File: src/rtl/sw_req_tx.sv
// Transmit side of the switch-instance access path: decodes one host request, issues a
// one-hot select and, for reads, waits for ack or timeout. Optional error counter: SW_REQ_TX_ERR_CNT_EN.
module sw_req_tx #(
  parameter int NUM_SW_INST    = 5,
  parameter int W_WIDTH        = 8,
  parameter int A_WIDTH        = 8,
  parameter int OFFS_WIDTH     = 4,
  parameter int TIMEOUT_CYCLES = 16
) (
  input  logic                   clk,
  input  logic                   rst,
  input  logic                   req_valid,
  output logic                   req_ready,
  input  logic                   req_wr,
  input  logic [A_WIDTH-1:0]     req_addr,
  input  logic [W_WIDTH-1:0]     req_wdata,
  input  logic [NUM_SW_INST-1:0] sw_busy,
  input  logic [NUM_SW_INST-1:0] ack,
`ifdef SW_REQ_TX_ERR_CNT_EN
  input  logic                   err_cnt_clr,
  output logic [7:0]             err_cnt,
`endif
  output logic [NUM_SW_INST-1:0] sel_en,
  output logic                   wr_en,
  output logic [OFFS_WIDTH-1:0]  addr_out,
  output logic [W_WIDTH-1:0]     wr_data_out,
  output logic                   done,
  output logic                   err
);

  localparam int IDX_WIDTH = A_WIDTH - OFFS_WIDTH;
  localparam logic [7:0] CNT_LAST = 8'(TIMEOUT_CYCLES - 1);

  typedef enum logic [2:0] {
    S_IDLE,
    S_CHECK,
    S_WAIT_FREE,
    S_ISSUE,
    S_WAIT_ACK
  } state_e;

  state_e                 state_q, state_d;
  logic                   wr_q, wr_d;
  logic [IDX_WIDTH-1:0]   idx_q, idx_d;
  logic [OFFS_WIDTH-1:0]  offs_q, offs_d;
  logic [W_WIDTH-1:0]     wdata_q, wdata_d;
  logic [7:0]             cnt_q, cnt_d;

  logic                   req_ready_q, req_ready_d;
  logic [NUM_SW_INST-1:0] sel_en_q, sel_en_d;
  logic                   wr_en_q, wr_en_d;
  logic [OFFS_WIDTH-1:0]  addr_out_q, addr_out_d;
  logic [W_WIDTH-1:0]     wr_data_out_q, wr_data_out_d;
  logic                   done_q, done_d;
  logic                   err_q, err_d;

  logic [NUM_SW_INST-1:0] inst_oh;
  logic                   busy_hit;
  logic                   ack_hit;

  // An all-zero decode means the index names no instance (decode miss).
  always_comb begin
    inst_oh = '0;
    for (int i = 0; i < NUM_SW_INST; i++) begin
      inst_oh[i] = (idx_q == IDX_WIDTH'(i));
    end
  end

  assign busy_hit = |(sw_busy & inst_oh);
  assign ack_hit  = |(ack & inst_oh);

  // NOTE: every signal written here gets a default first, so no path leaves one unassigned and no latch is inferred.
  always_comb begin
    state_d       = state_q;
    wr_d          = wr_q;
    idx_d         = idx_q;
    offs_d        = offs_q;
    wdata_d       = wdata_q;
    cnt_d         = cnt_q;
    sel_en_d      = '0;
    wr_en_d       = 1'b0;
    addr_out_d    = addr_out_q;
    wr_data_out_d = wr_data_out_q;
    done_d        = 1'b0;
    err_d         = 1'b0;

    unique case (state_q)
      S_IDLE: begin
        if (req_valid) begin
          wr_d    = req_wr;
          idx_d   = req_addr[A_WIDTH-1:OFFS_WIDTH];
          offs_d  = req_addr[OFFS_WIDTH-1:0];
          wdata_d = req_wdata;
          state_d = S_CHECK;
        end
      end
      S_CHECK: begin
        if (inst_oh == '0) begin
          err_d   = 1'b1;
          state_d = S_IDLE;
        end else if (busy_hit) begin
          cnt_d   = '0;
          state_d = S_WAIT_FREE;
        end else begin
          state_d = S_ISSUE;
        end
      end
      S_WAIT_FREE: begin
        if (!busy_hit) begin
          state_d = S_ISSUE;
        end else if (cnt_q == CNT_LAST) begin
          err_d   = 1'b1;
          state_d = S_IDLE;
        end else begin
          cnt_d = cnt_q + 8'd1;
        end
      end
      S_ISSUE: begin
        sel_en_d      = inst_oh;
        wr_en_d       = wr_q;
        addr_out_d    = offs_q;
        wr_data_out_d = wr_q ? wdata_q : '0;
        if (wr_q) begin
          done_d  = 1'b1;
          state_d = S_IDLE;
        end else begin
          cnt_d   = '0;
          state_d = S_WAIT_ACK;
        end
      end
      S_WAIT_ACK: begin
        // Ack is tested before the timeout so a same-cycle ack still completes cleanly.
        if (ack_hit) begin
          done_d  = 1'b1;
          state_d = S_IDLE;
        end else if (cnt_q == CNT_LAST) begin
          err_d   = 1'b1;
          state_d = S_IDLE;
        end else begin
          cnt_d = cnt_q + 8'd1;
        end
      end
      default: state_d = S_IDLE;
    endcase

    req_ready_d = (state_d == S_IDLE);
  end

  // NOTE: sequential state uses non-blocking assignments so every flop samples pre-edge values.
  always_ff @(posedge clk or posedge rst) begin
    if (rst) begin
      state_q       <= S_IDLE;
      wr_q          <= 1'b0;
      idx_q         <= '0;
      offs_q        <= '0;
      wdata_q       <= '0;
      cnt_q         <= '0;
      req_ready_q   <= 1'b1;
      sel_en_q      <= '0;
      wr_en_q       <= 1'b0;
      addr_out_q    <= '0;
      wr_data_out_q <= '0;
      done_q        <= 1'b0;
      err_q         <= 1'b0;
    end else begin
      state_q       <= state_d;
      wr_q          <= wr_d;
      idx_q         <= idx_d;
      offs_q        <= offs_d;
      wdata_q       <= wdata_d;
      cnt_q         <= cnt_d;
      req_ready_q   <= req_ready_d;
      sel_en_q      <= sel_en_d;
      wr_en_q       <= wr_en_d;
      addr_out_q    <= addr_out_d;
      wr_data_out_q <= wr_data_out_d;
      done_q        <= done_d;
      err_q         <= err_d;
    end
  end

  assign req_ready   = req_ready_q;
  assign sel_en      = sel_en_q;
  assign wr_en       = wr_en_q;
  assign addr_out    = addr_out_q;
  assign wr_data_out = wr_data_out_q;
  assign done        = done_q;
  assign err         = err_q;

`ifdef SW_REQ_TX_ERR_CNT_EN
  logic [7:0] err_cnt_q, err_cnt_d;

  // Clear takes priority over a same-cycle error; the count saturates at 255.
  always_comb begin
    err_cnt_d = err_cnt_q;
    if (err_cnt_clr) begin
      err_cnt_d = '0;
    end else if (err_d && (err_cnt_q != 8'hFF)) begin
      err_cnt_d = err_cnt_q + 8'd1;
    end
  end

  always_ff @(posedge clk or posedge rst) begin
    if (rst) begin
      err_cnt_q <= '0;
    end else begin
      err_cnt_q <= err_cnt_d;
    end
  end

  assign err_cnt = err_cnt_q;
`endif

endmodule

File: config.mk
export PLATFORM = sky130hd
export DESIGN_NAME = sw_req_tx
export DESIGN_NICKNAME = d
export VERILOG_FILES = /design/src/rtl/sw_req_tx.sv
export SDC_FILE = /design/constraint.sdc
export NUM_CORES = 1
export LEC_CHECK = 0
export CAP_MARGIN = 10
export CORE_MARGIN = 2
export CORE_UTILIZATION = 40
export DETAILED_ROUTE_END_ITERATION = 10
export DONT_BUFFER_PORTS = 1
export GPL_TIMING_DRIVEN = 0
export PLACE_DENSITY_LB_ADDON = 0.25
export SLEW_MARGIN = 40
export SYNTH_ARGS = -nofsm -noshare
export SYNTH_HDL_FRONTEND = slang
export SYNTH_SLANG_ARGS = --single-unit
File: constraint.sdc
create_clock -name clk -period 3.7 [get_ports clk]
set_input_delay 0.74 -clock clk [delete_from_list [all_inputs] [get_ports clk]]
set_output_delay 0.74 -clock clk [all_outputs]
set_load 0.05 [all_outputs]
==> results of run 1 <==
[sequential cells by signal, indices dropped and copies added (netlist names)]
| name | cells |
|---|---|
| req_ready | 1 |
| idx_q | 4 |
| wdata_q | 8 |
| wr_en | 1 |
| offs_q | 4 |
| wr_q | 1 |
| sel_en | 5 |
| wr_data_out | 8 |
| state_q | 3 |
| cnt_q | 8 |
| err | 1 |
| done | 1 |
| addr_out | 4 |
[layout by cell type (no fill, tap or decap), types with 2 or more instances in the layout]
master and count:
bufinv_16 2, nor2b_1 3, mux4_2 2, a21oi_1 6, nand3_1 2, clkbuf_1 5
nor4_1 3, buf_2 4, o31ai_1 3, or4_1 3, inv_1 3, dfrtp_1 48
nor4b_4 2, a22oi_1 3, nand2_1 28, nor3_1 2, clkbuf_8 5, or2_2 2
o41ai_1 2, mux2_2 20, o21ai_0 18, nand4_1 3, nor2_1 11, buf_6 2
[critical path, delay by kind of cell, from the launching register on]
kind / cells / cell delay [ns]
AO/OA/AOI/OAI: 4 / 0.94
buffers and inverters: 2 / 0.41
AND/OR/NAND/NOR: 1 / 0.40
flip-flops: 1 / 0.37
[metrics by stage]
stage / worst slack (ns) / hold slack [ns] / power, mW
after floorplan: 1.44 / 0.477 / 1.73
after global placement: 1.16 / 0.486 / 1.88
after detailed placement: 1.31 / 0.493 / 1.91
after CTS: 1.43 / 0.223 / 2.37
after global routing: 1.22 / 0.223 / 2.50
final: 1.46 / 0.225 / 2.34
[kinds of logic (layout without fill, tap and decap cells)]
| group | Yosys count | count (layout) | synth area share |
|---|---|---|---|
| AND/OR/NAND/NOR | 68 | 68 | 0.164 |
| multiplexers | 23 | 23 | 0.125 |
| AO/OA/AOI/OAI | 41 | 41 | 0.122 |
| buffers and inverters | 15 | 24 | 0.0339 |
| flip-flops | 49 | 49 | 0.546 |
| adder cells (fa/ha/maj) | 1 | 1 | 0.00556 |
| XOR/XNOR | 1 | 1 | 0.00390 |
[final cells by class]
cell class              count  area (sq um)  area share
plain buffers              11          61.3      0.0245
clock buffers               5          68.8      0.0274
clock inverters             3          68.8      0.0274
inverters                   4          17.5     0.00699
multi-input cells         134           953       0.380
flip-flops and latches     49          1230       0.490
well taps                  72          90.1      0.0359
repair buffers              1          20.0     0.00798
[report_power, final]
group	internal, mW	total, mW	switching (mW)	leakage [nW]
clock network	0.272	0.454	0.182	0.0687
registers	0.733	1.15	0.414	0.627
logic	0.328	0.744	0.416	0.363
[routing by layer]
metal / part of all wire / wire length [microns] / vias to the layer above
li1: - / - / 729
met1: 0.44 / 1960 / 721
met2: 0.48 / 2130 / 35
met3: 0.059 / 262 / 11
met4: 0.025 / 112 / 0
met5: 0 / 0 / -
[worst min-delay path by stage]
stage,from,to,depth (start not counted)
5_1_grt,rst,offs_q[2],1
2_1_floorplan,offs_q[2],addr_out[2],1
3_5_place_dp,offs_q[2],offs_q[2],1
6_report,rst,offs_q[2],1
3_3_place_gp,offs_q[0],addr_out[0],1
4_1_cts,rst,offs_q[2],1
==> impl_metrics.toml, run 1 <==
[run_status]
outcome = "finished clean"

[sta]
setup_tns_ns = 0
rsz0062_at_grt = "no"
final-hold-violation-count = 0
slew_viol_final = 0
tightest_slew_ns = 0.711
fin_crit_sh = 0.607
min_period_ns = 2.24
fmax_mhz = 446
setup_viol = 0
clock_skew_ns = 0.00902
relSlewSlack = 0.524

[synth]
synth_top_cell_by_area = "dfrtp_1"
synth_top_area_frac = 0.534
synth.most_common_cell = "dfrtp_1"
syn_inst = 198
ys_async_sr_fraction = 1.00
yosysSeqAreaShare = 0.546
synthesis.nets = 229
syn_avg_cell_area_sq_um = 11.4
ys_top_cells_by_count = "48 x dfrtp_1, 28 x nand2_1, 20 x mux2_2"
ys.flop_type = "dfrtp_1"
ys_ff_latch = 49
synth-edff-count = 0
yosys-top-cells-area = "dfrtp_1 53%, mux2_2 10%, nand2_1 4.7%"
synth.distinct_cells = 45
synth_warnings = 0
synth_area_sq_um = 2250

[worst_setup_path]
required_ns = 3.88
endpoint_kind = "register"
endpoint = "cnt_q[7]"
timing.rr.start = "state_q[1]"
rr_worst_depth = 7
path_cells = "buf_2, or3b_1, o21ai_0, o211ai_2, buf_2, o41ai_1, a21oi_1"
slowest_delay_ns = 0.40
cpMostUsedCell = "buf_2"
critPathLaunch = "state_q[1]"
r2r_end = "cnt_q[7]"
slowest_stage = "or3b_1"
arrival_ns = 2.42
r2r_slack_ns = 1.46
crit_type = "reg -> reg"
crit_path_max_fanout = 10
cp-start-kind = "register"

[power]
p_per_area_nw_per_um2 = 935
p_leak_nw = 1.06
ir_drop_v = 0.000497

[grt]
met2_usage = 0.240
grt_max_degree = 35
grt.total_usage = 0.155
use_met1 = 0.199
first_global_vias = 1467
met3_usage = 0.0523
grt_pass1_wl_mm = 7.38
overflow = 0
top_usage_layer = "met2"
antenna_found_initial = 0

[floorplanning]
start_util = 0.411
die_h_microns = 79.0
core_area_sq_um = 5470
num_rows = 27
die_x_microns = 79.0
die_area_sq_um = 6240
ios = 51

[cells_and_area]
fin_util = 0.458
design_area_sq_um = 2510
num_antenna_cells = 0
area_growth_pct = 11.5
final-instance-count-excl-fill = 279
nNetsFinal = 237
drive_above_1_share = 0.232
nFillCells = 550

[clock_tree]
clockBufferDepth = 2
cts.htree.levels = 2
cts_tree = "yes"
cts.clk_slew.worst_paths_ns = 0.09
cts_hold_buf = 0
insertion_delay_ns = 0.30
cts_resized = 0
clock_sinks = 49
root_buffer = "clkbuf_8"
cts_setup_buffers = 0
cts_buffers = 5

[drt]
drc = 0
vias_per_cell = 5.36
vias = 1496
dr.first_iter.drc_count = 64
ant_nets = 0
wl_per_cell_microns = 16.0
first_pass_iters = 4
wirelength_mm = 4.47

[run]
drv_cap = 0

[placement]
dpl_cell_area_sq_um = 2370
hpwl_mm = 3.26
gp_congestion = 0.832
io_buffer_count = 0
dp_cells = 271

[hold_path]
holdCritPathClass = "in -> async"
No activity file was read; power rests on OpenSTA's default activity.
==> inputs of run 2 (changes only) <==
ABC_AREA = 1   (was default)
clock period = 2.23 ns   (was 3.7 ns; I/O delays follow)
==> run 2 against run 1 <==
Compared with the run above:
- largest cell class unchanged
- via count up 7.4%
- power increased by 43%
- clock power is 44% higher
- sequential share of layout area shrank 0.44 points
- combinational power is 29% higher
- fmax rose by 29%
- setup slack worse by 0.96 ns
- area after synthesis grew 1.7%
- clock-buffer cell count increased by 1
- hold slack gained 0.063 ns
- critical path depth up 2
- non-clock buffer count shrank 5
- critical endpoint is now cnt_q[1]
==> impl_metrics.toml, run 2 <==
[synth]
synth_area_sq_um = 2290
yosysSeqAreaShare = 0.537
synth_warnings = 0
ys_top_cells_by_count = "59 x nand2_1, 48 x dfrtp_1, 27 x nor2_1"
ys.flop_type = "dfrtp_1"
ys_ff_latch = 49
synth.most_common_cell = "nand2_1"
syn_avg_cell_area_sq_um = 9.49
ys_async_sr_fraction = 1.00
synth_top_area_frac = 0.525
synth-edff-count = 0
yosys-top-cells-area = "dfrtp_1 53%, nand2_1 9.7%, mux2_2 6.4%"
synth.distinct_cells = 34
syn_inst = 241
synthesis.nets = 272
synth_top_cell_by_area = "dfrtp_1"

[floorplanning]
die_x_microns = 79.6
start_util = 0.415
die_h_microns = 79.6
ios = 51
die_area_sq_um = 6340
core_area_sq_um = 5510
num_rows = 27

[placement]
io_buffer_count = 0
gp_congestion = 0.780
dpl_cell_area_sq_um = 2400
hpwl_mm = 3.17

[grt]
grt.total_usage = 0.159
grt_max_degree = 38
first_global_vias = 1663
met2_usage = 0.255
overflow = 0
antenna_found_initial = 0
grt_pass1_wl_mm = 7.94
met3_usage = 0.0441
top_usage_layer = "met2"
use_met1 = 0.205

[worst_setup_path]
crit_path_max_fanout = 9
cp-start-kind = "register"
cpMostUsedCell = "nand2_1"
path_cells = "ha_1, nand3_1, nor2_2, nand2_1, nand2_2, nor2_4, nand3_4, nand2_1, nand2_1"
arrival_ns = 1.93
slowest_delay_ns = 0.42
slowest_stage = "dfrtp_1"
required_ns = 2.42
crit_type = "reg -> reg"
endpoint_kind = "register"

[power]
intPower_mw = 1.92
swShare = 0.424
p_seq_frac = 0.516
p_total_mw = 3.34
p_leak_nw = 1.23
p_clk_frac = 0.196
ir_drop_v = 0.000676
p_per_area_nw_per_um2 = 1320
pwr-share-comb = 0.288
p_sw_mw = 1.42

[drt]
dr.first_iter.drc_count = 134
vias = 1606
wl_per_cell_microns = 13.6
first_pass_iters = 4
wirelength_mm = 4.39
drc = 0
vias_per_cell = 4.97
ant_nets = 0

[sta]
setup_viol = 0
hold_ws_ns = 0.288
min_period_ns = 1.74
relSlewSlack = 0.667
fmax_mhz = 575
setup_tns_ns = 0
clock_skew_ns = 0.00635
tightest_slew_ns = 0.500
rsz0062_at_grt = "no"
final-hold-violation-count = 0
fin_crit_sh = 0.780
slew_viol_final = 0

[cells_and_area]
layout_commonest_cell = "nand2_1"
num_antenna_cells = 0
drive_above_1_share = 0.187
final_cell_mix = "59 x nand2_1, 48 x dfrtp_1, 27 x nor2_1"
design_area_sq_um = 2530
multi_input_area_sq_um = 952
final-seq-area_sq_um = 1230
nFillCells = 514
fin_util = 0.459
area_growth_pct = 10.6
nNetsFinal = 281

[clock_tree]
clockBufferDepth = 2
clock_sinks = 49
root_buffer = "clkbuf_8"
cts_tree = "yes"
cts.htree.levels = 2
insertion_delay_ns = 0.30
cts_buffers = 5
cts_setup_buffers = 0
cts.clk_slew.worst_paths_ns = 0.09

[hold_path]
holdCritPathClass = "in -> reg"

[run]
drv_cap = 0

[run_status]
outcome = "finished clean"
## run 2: power groups by stage
stage               clock [mW]  combinational, mW  sequential, mW
finish                   0.656              0.962            1.72
global route             0.705               1.10            1.77
CTS                      0.680              0.976            1.73
detailed placement           0              0.972            1.74
global placement             0              0.948            1.73
floorplan                    0              0.803            1.69
## run 2: worst paths after layout
path,cells after the start,end,from,slack [ns]
setup / recovery,9,cnt_q[1],cnt_q[0],0.49
hold reg to reg,2,addr_out[2],offs_q[2],0.48
min in group asynchronous,2,done,rst,0.53
hold / removal,1,wdata_q[1],req_wdata[1],0.29
setup reg to reg,9,cnt_q[1],cnt_q[0],0.49
max in group asynchronous,3,req_ready,rst,1.21
## run 2: timing repair
action,4_1_cts,5_1_grt
setup endpoints to repair,0,0
hold buffers,1,0
gates resized for setup,0,0
endpoints found under the hold margin,12,0
## run 2: final cells by class
type | instances | area share
Tap cell | 72 | 0.0356
Sequential cell | 49 | 0.485
Buffer | 5 | 0.0129
Clock buffer | 6 | 0.0326
Clock inverter | 2 | 0.0148
Inverter | 20 | 0.0307
Multi-Input combinational cell | 167 | 0.376
Timing Repair Buffer | 2 | 0.0119
## run 2: per-layer routing
layer | wire length (microns) | up-vias
met1 | 1940 | 756
met5 | 0 | -
li1 | - | 813
met4 | 65 | 0
met2 | 2140 | 30
met3 | 253 | 7
## run 2: critical path: cells and delay by family, from the launching register on
family	cells	cell delay [ns]
adder cells (fa/ha/maj)	1	0.24
AND/OR/NAND/NOR	8	0.99
flip-flops	1	0.42
## run 2: per-stage QoR
stage,std cells,worst slack [ns]
2_1_floorplan,241,0.613
3_3_place_gp,313,0.110
3_5_place_dp,314,0.514
4_1_cts,323,0.469
5_1_grt,323,0.318
6_report,323,0.491
## run 2: kinds of logic (layout without fill, tap and decap cells)
family,after synthesis,count (layout),share of synthesized area
flip-flops,49,49,0.537
multiplexers,13,13,0.0640
buffers and inverters,25,35,0.0470
AND/OR/NAND/NOR,131,131,0.280
XOR/XNOR,3,3,0.0115
AO/OA/AOI/OAI,19,19,0.0553
adder cells (fa/ha/maj),1,1,0.00547
